==> src/rtl/rv32i_types.sv <==
// rv32i_types: shared RV32I word, opcode and register-index types for the pipeline
package rv32i_types;
    typedef logic [31:0] rv32i_word;
    typedef logic [6:0]  rv32i_opcode;
    typedef struct packed {
        logic [4:0] rs1;
        logic [4:0] rs2;
        logic [4:0] rd;
    } rv32i_reg_word;
    localparam rv32i_opcode OP_IMM    = 7'b0010011;
    localparam rv32i_word   NOP_INSTR = 32'h0000_0013;
    typedef enum logic [1:0] {FETCH, HOLD, KILL} fetch_state_t;
endpackage

==> src/rtl/if_predecode.sv <==
// if_predecode: slices a 32-bit instruction into opcode, funct fields and register indices
module if_predecode
    import rv32i_types::*;
(
    input  logic [31:0] instr,
    output logic [6:0]  opcode,
    output logic [2:0]  funct3,
    output logic [6:0]  funct7,
    output logic [14:0] regs
);
    rv32i_reg_word r;
    assign r      = '{rs1: instr[19:15], rs2: instr[24:20], rd: instr[11:7]};
    assign opcode = instr[6:0];
    assign funct3 = instr[14:12];
    assign funct7 = instr[31:25];
    assign regs   = r;
endmodule

==> src/rtl/fetch_stage.sv <==
// fetch_stage: RV32I IF stage with PC, imem handshake, stall hold buffer and redirect kill
module fetch_stage
    import rv32i_types::*;
#(
    parameter logic [31:0] RESET_PC = 32'h4000_0000
) (
    input  logic        clk,
    input  logic        rst,
    input  logic        stall,
    input  logic        redirect_valid,
    input  logic [31:0] redirect_pc,
    output logic        imem_read,
    output logic [31:0] imem_address,
    input  logic        imem_resp,
    input  logic [31:0] imem_rdata,
    output logic        load_id,
    output logic [31:0] pc_if,
    output logic [31:0] instr_if,
    output logic [6:0]  opcode_if,
    output logic [2:0]  funct3_if,
    output logic [6:0]  funct7_if,
    output logic [14:0] regs_if
);
    fetch_state_t state_q, state_d;
    rv32i_word    pc_q, pc_d, req_q, req_d, buf_instr_q, buf_instr_d, buf_pc_q, buf_pc_d;

    always_ff @(posedge clk) begin
        if (rst) begin
            state_q     <= FETCH;
            pc_q        <= RESET_PC;
            req_q       <= RESET_PC;
            buf_instr_q <= '0;
            buf_pc_q    <= '0;
        end else begin
            state_q     <= state_d;
            pc_q        <= pc_d;
            req_q       <= req_d;
            buf_instr_q <= buf_instr_d;
            buf_pc_q    <= buf_pc_d;
        end
    end

    assign imem_read    = !rst && state_q != HOLD;
    assign imem_address = req_q;
    assign load_id      = !stall || redirect_valid || rst;

    always_comb begin
        state_d     = state_q;
        pc_d        = pc_q;
        req_d       = req_q;
        buf_instr_d = buf_instr_q;
        buf_pc_d    = buf_pc_q;
        instr_if    = NOP_INSTR;
        pc_if       = '0;
        if (!rst) begin
            if (redirect_valid) begin
                pc_d = {redirect_pc[31:2], 2'b00};
                // An answered (or never issued) request can be retargeted now; otherwise wait it out
                if (state_q == HOLD || (state_q == FETCH && imem_resp)) begin
                    req_d   = pc_d;
                    state_d = FETCH;
                end else begin
                    state_d = KILL;
                end
            end else if (state_q == FETCH && imem_resp && stall) begin
                buf_instr_d = imem_rdata;
                buf_pc_d    = req_q;
                state_d     = HOLD;
            end else if (state_q == FETCH && imem_resp) begin
                instr_if = imem_rdata;
                pc_if    = req_q;
                pc_d     = req_q + 32'd4;
                req_d    = req_q + 32'd4;
            end else if (state_q == HOLD) begin
                instr_if = buf_instr_q;
                pc_if    = buf_pc_q;
                pc_d     = stall ? pc_q : buf_pc_q + 32'd4;
                req_d    = stall ? req_q : buf_pc_q + 32'd4;
                state_d  = stall ? HOLD : FETCH;
            end else if (state_q == KILL && imem_resp) begin
                req_d   = pc_q;
                state_d = FETCH;
            end
        end
    end

    if_predecode u_predecode (
        .instr  (instr_if),
        .opcode (opcode_if),
        .funct3 (funct3_if),
        .funct7 (funct7_if),
        .regs   (regs_if)
    );
endmodule

==> config.mk <==
export PLATFORM = sky130hd
export DESIGN_NAME = fetch_stage
export DESIGN_NICKNAME = d
export VERILOG_FILES = /design/src/rtl/rv32i_types.sv /design/src/rtl/if_predecode.sv /design/src/rtl/fetch_stage.sv
export SDC_FILE = /design/constraint.sdc
export NUM_CORES = 1
export LEC_CHECK = 0
export BUFFER_PORTS_ARGS = -buffer_cell sky130_fd_sc_hd__buf_4
export CAP_MARGIN = 25
export CELL_PAD_IN_SITES_DETAIL_PLACEMENT = 1
export CELL_PAD_IN_SITES_GLOBAL_PLACEMENT = 1
export CORE_UTILIZATION = 42
export CTS_CLUSTER_DIAMETER = 150
export DETAILED_ROUTE_END_ITERATION = 16
export GPL_TIMING_DRIVEN = 0
export HOLD_SLACK_MARGIN = 0.06
export PLACE_DENSITY = 0.95
export RECOVER_POWER = 25
export SYNTH_ARGS = -nofsm -noshare
export SYNTH_HDL_FRONTEND = slang
export SYNTH_SLANG_ARGS = --single-unit
export TNS_END_PERCENT = 30
==> constraint.sdc <==
create_clock -name clk -period 6.1 [get_ports clk]
set_input_delay 0 -clock clk [delete_from_list [all_inputs] [get_ports clk]]
set_output_delay 0 -clock clk [all_outputs]
set_load 0.03 [all_outputs]
==> flow_summary.json <==
{
  "status": "complete, no violations",
  "route.met2.wl_um": 20300,
  "skew_ns": 0.0106,
  "place.gp.congestion": 0.992,
  "power_density_nw_per_um2": 249,
  "grt_max_degree": 17,
  "drt_wl_total_um": 44600,
  "row_count": 50,
  "io_buffers": 194,
  "syn2layout_area_growth_pct": 36.7,
  "maxSlewHeadroom": 0.237,
  "htreeDepth": 4,
  "die_y_um": 140,
  "drive_gt1_frac": 0.199,
  "core_sq_um": 18800,
  "cts_buffers": 17,
  "met1_length_um": 15700,
  "initial_utilization": 0.429,
  "num_io_pins": 199,
  "end_kind": "output port",
  "drv_slew": 0,
  "cts.path.max_buffers": 2,
  "clockRootBuffer": "clkbuf_16",
  "synth_edf_count": 0,
  "syn_area_sq_um": 8060,
  "post-dp-hpwl_um": 26200,
  "drt_iter0_drc": 1347,
  "viasPerCell": 6.81,
  "setup_violations": 0,
  "critPathKind": "reg2out",
  "finalSetupTns_ns": 0,
  "syn_inst": 1101,
  "path_clk_slew_ns": 0.06,
  "nets": 1453,
  "post_cts_buffers": 0,
  "firstDrtPassIters": 5,
  "p_leak_nw": 4.23,
  "cp_max_fo": 10,
  "vias": 11100,
  "grt_overflow": 0,
  "top_layer_used": "met4",
  "wl_met3_um": 5190,
  "multi_input_area_sq_um": 4710,
  "yosys.area.top_type": "dfxtp_1",
  "antenna_found_initial": 2,
  "worstMarginPinSlew_ns": 1.14,
  "die_w_um": 140,
  "synth_area_leaders": "dfxtp_1 32%, nand2_1 9.6%, a21oi_1 7.4%, nor2_1 5.8%, a22oi_1 5.5%",
  "finalHoldViolations": 0,
  "synth_top_area_share": 0.323,
  "post-route-period-util": 0.632,
  "synth_seq_area_share": 0.323,
  "grt_pass1_vias": 11500,
  "ir_worst_vdd_uv": 238,
  "yosysWarningCount": 0,
  "worstPathRequired_ns": 6.10,
  "avgRoutedWirePerCell_um": 27.4,
  "cts_tree": "built",
  "antenna_left": 0,
  "fmax_mhz": 259,
  "rsz0062_at_grt": "no",
  "cts.sink_count": 130,
  "synth-seq-cells": 130,
  "synth_fp_nets": 1172,
  "post-route-util": 0.587,
  "die-area_sq_um": 19700,
  "final-seq-area_sq_um": 2600,
  "clock_latency_ns": 0.45,
  "total_power_mw": 2.74,
  "ys.flop_type": "dfxtp_1",
  "grt_first_pass_wirelength_um": 67000,
  "async_flop_share": 0,
  "drcViolationCount": 0,
  "cap_violations": 0,
  "period_minus_slack_ns": 3.86,
  "synth_cell_types": 61,
  "hp-class": "in2reg",
  "fillers": 2366,
  "startpoint_type": "register",
  "cp.arrival_ns": 3.86,
  "track_usage": 0.449,
  "postSynthAreaPerCell_sq_um": 7.32
}
-- sequential cells by signal (all words and copies together), names as in the netlist --
signal	flops
imem_address	32
pc_q	32
buf_instr_q	32
state_q	2
buf_pc_q	32
-- synth_stat cells, drive strengths merged (16+ instances only) --
cell / number
a21oi: 119
a221oi: 16
a22oi: 59
buf: 60
clkbuf: 65
dfxtp: 130
nand2: 205
nand3: 38
nand4: 17
nor2: 125
nor3: 25
o21ai: 26
xnor2: 30
xor2: 24
-- worst max-delay path, cell delays in order, from the launching register on --
cell and delay [ns]:
dfxtp_1 0.32, clkbuf_1 0.35, or3b_2 0.20, clkbuf_1 0.60
clkbuf_1 0.68, clkbuf_1 0.66, o22ai_1 0.18, nand2_1 0.15
buf_4 0.12, buf_4 0.15
-- layout by cell type, fill, tap and decap left out, types with 11 or more instances in the layout --
master / count
clkbuf_16: 17
o22ai_1: 11
and3_1: 12
a21oi_1: 119
dlygate4sd3_1: 64
a221oi_1: 16
nand2_1: 205
xnor2_1: 30
xor2_1: 24
a22oi_1: 59
o21ai_0: 25
inv_1: 14
nor3_1: 22
clkbuf_1: 97
buf_2: 15
nand3_1: 38
o221ai_1: 14
nor2_1: 125
nand4_1: 14
dfxtp_1: 130
buf_4: 197
-- cell type report --
class	instances	share of cell area
Antenna cell	2	0.000455
Buffer	127	0.0622
Clock buffer	19	0.0411
Clock inverter	13	0.0189
Inverter	14	0.00477
Multi-Input combinational cell	830	0.428
Sequential cell	130	0.236
Tap cell	234	0.0266
Timing Repair Buffer	262	0.182
-- per-stage QoR --
| step | std cells | worst slack, ns | area [sq um] | hold WS [ns] |
|---|---|---|---|---|
| after global routing | 1631 | 2.20 | 11000 | 0.189 |
| after detailed placement | 1532 | 3.08 | 9820 | 0.249 |
| after global placement | 1529 | 3.18 | 9800 | 0.243 |
| after CTS | 1628 | 2.73 | 11100 | 0.145 |
| final | 1631 | 2.24 | 11000 | 0.182 |
| after floorplan | 1101 | 3.76 | 8060 | 0.136 |
-- metal layers --
metal,up-vias,global-route usage
met1,5310,0.510
met4,0,0.340
li1,4462,-
met2,980,0.716
met5,-,0
met3,349,0.133
-- power breakdown --
group	switching (mW)	internal [mW]
combinational	0.391	0.195
clock	0.464	0.748
sequential	0.0516	0.893
-- final timing paths --
path / start / end / slack [ns] / depth (start not counted)
worst max-delay path: state_q[1]$_SDFFE_PP0P_ / opcode_if[1] / 2.24 / 9
worst min register to register: buf_instr_q[20]$_SDFFE_PP0P_ / buf_instr_q[20]$_SDFFE_PP0P_ / 0.47 / 2
worst max register to register: state_q[1]$_SDFFE_PP0P_ / pc_q[1]$_SDFFE_PP0P_ / 2.63 / 7
worst min-delay path: redirect_pc[29] / pc_q[29]$_SDFFE_PP0P_ / 0.18 / 4
-- cell families after synthesis --
family / after synthesis / synth area share
flip-flops: 130 / 0.323
buffers and inverters: 141 / 0.0920
AO/OA/AOI/OAI: 314 / 0.259
AND/OR/NAND/NOR: 451 / 0.252
XOR/XNOR: 54 / 0.0587
adder cells (fa/ha/maj): 2 / 0.00311
multiplexers: 9 / 0.0118
-- repair_timing --
| item | 4_1_cts | 5_1_grt |
|---|---|---|
| hold buffers | 64 | 0 |
| endpoints found under the hold margin | 82 | 0 |
| gates resized for setup | 0 | 0 |
Power figures use the tool's default switching activity.
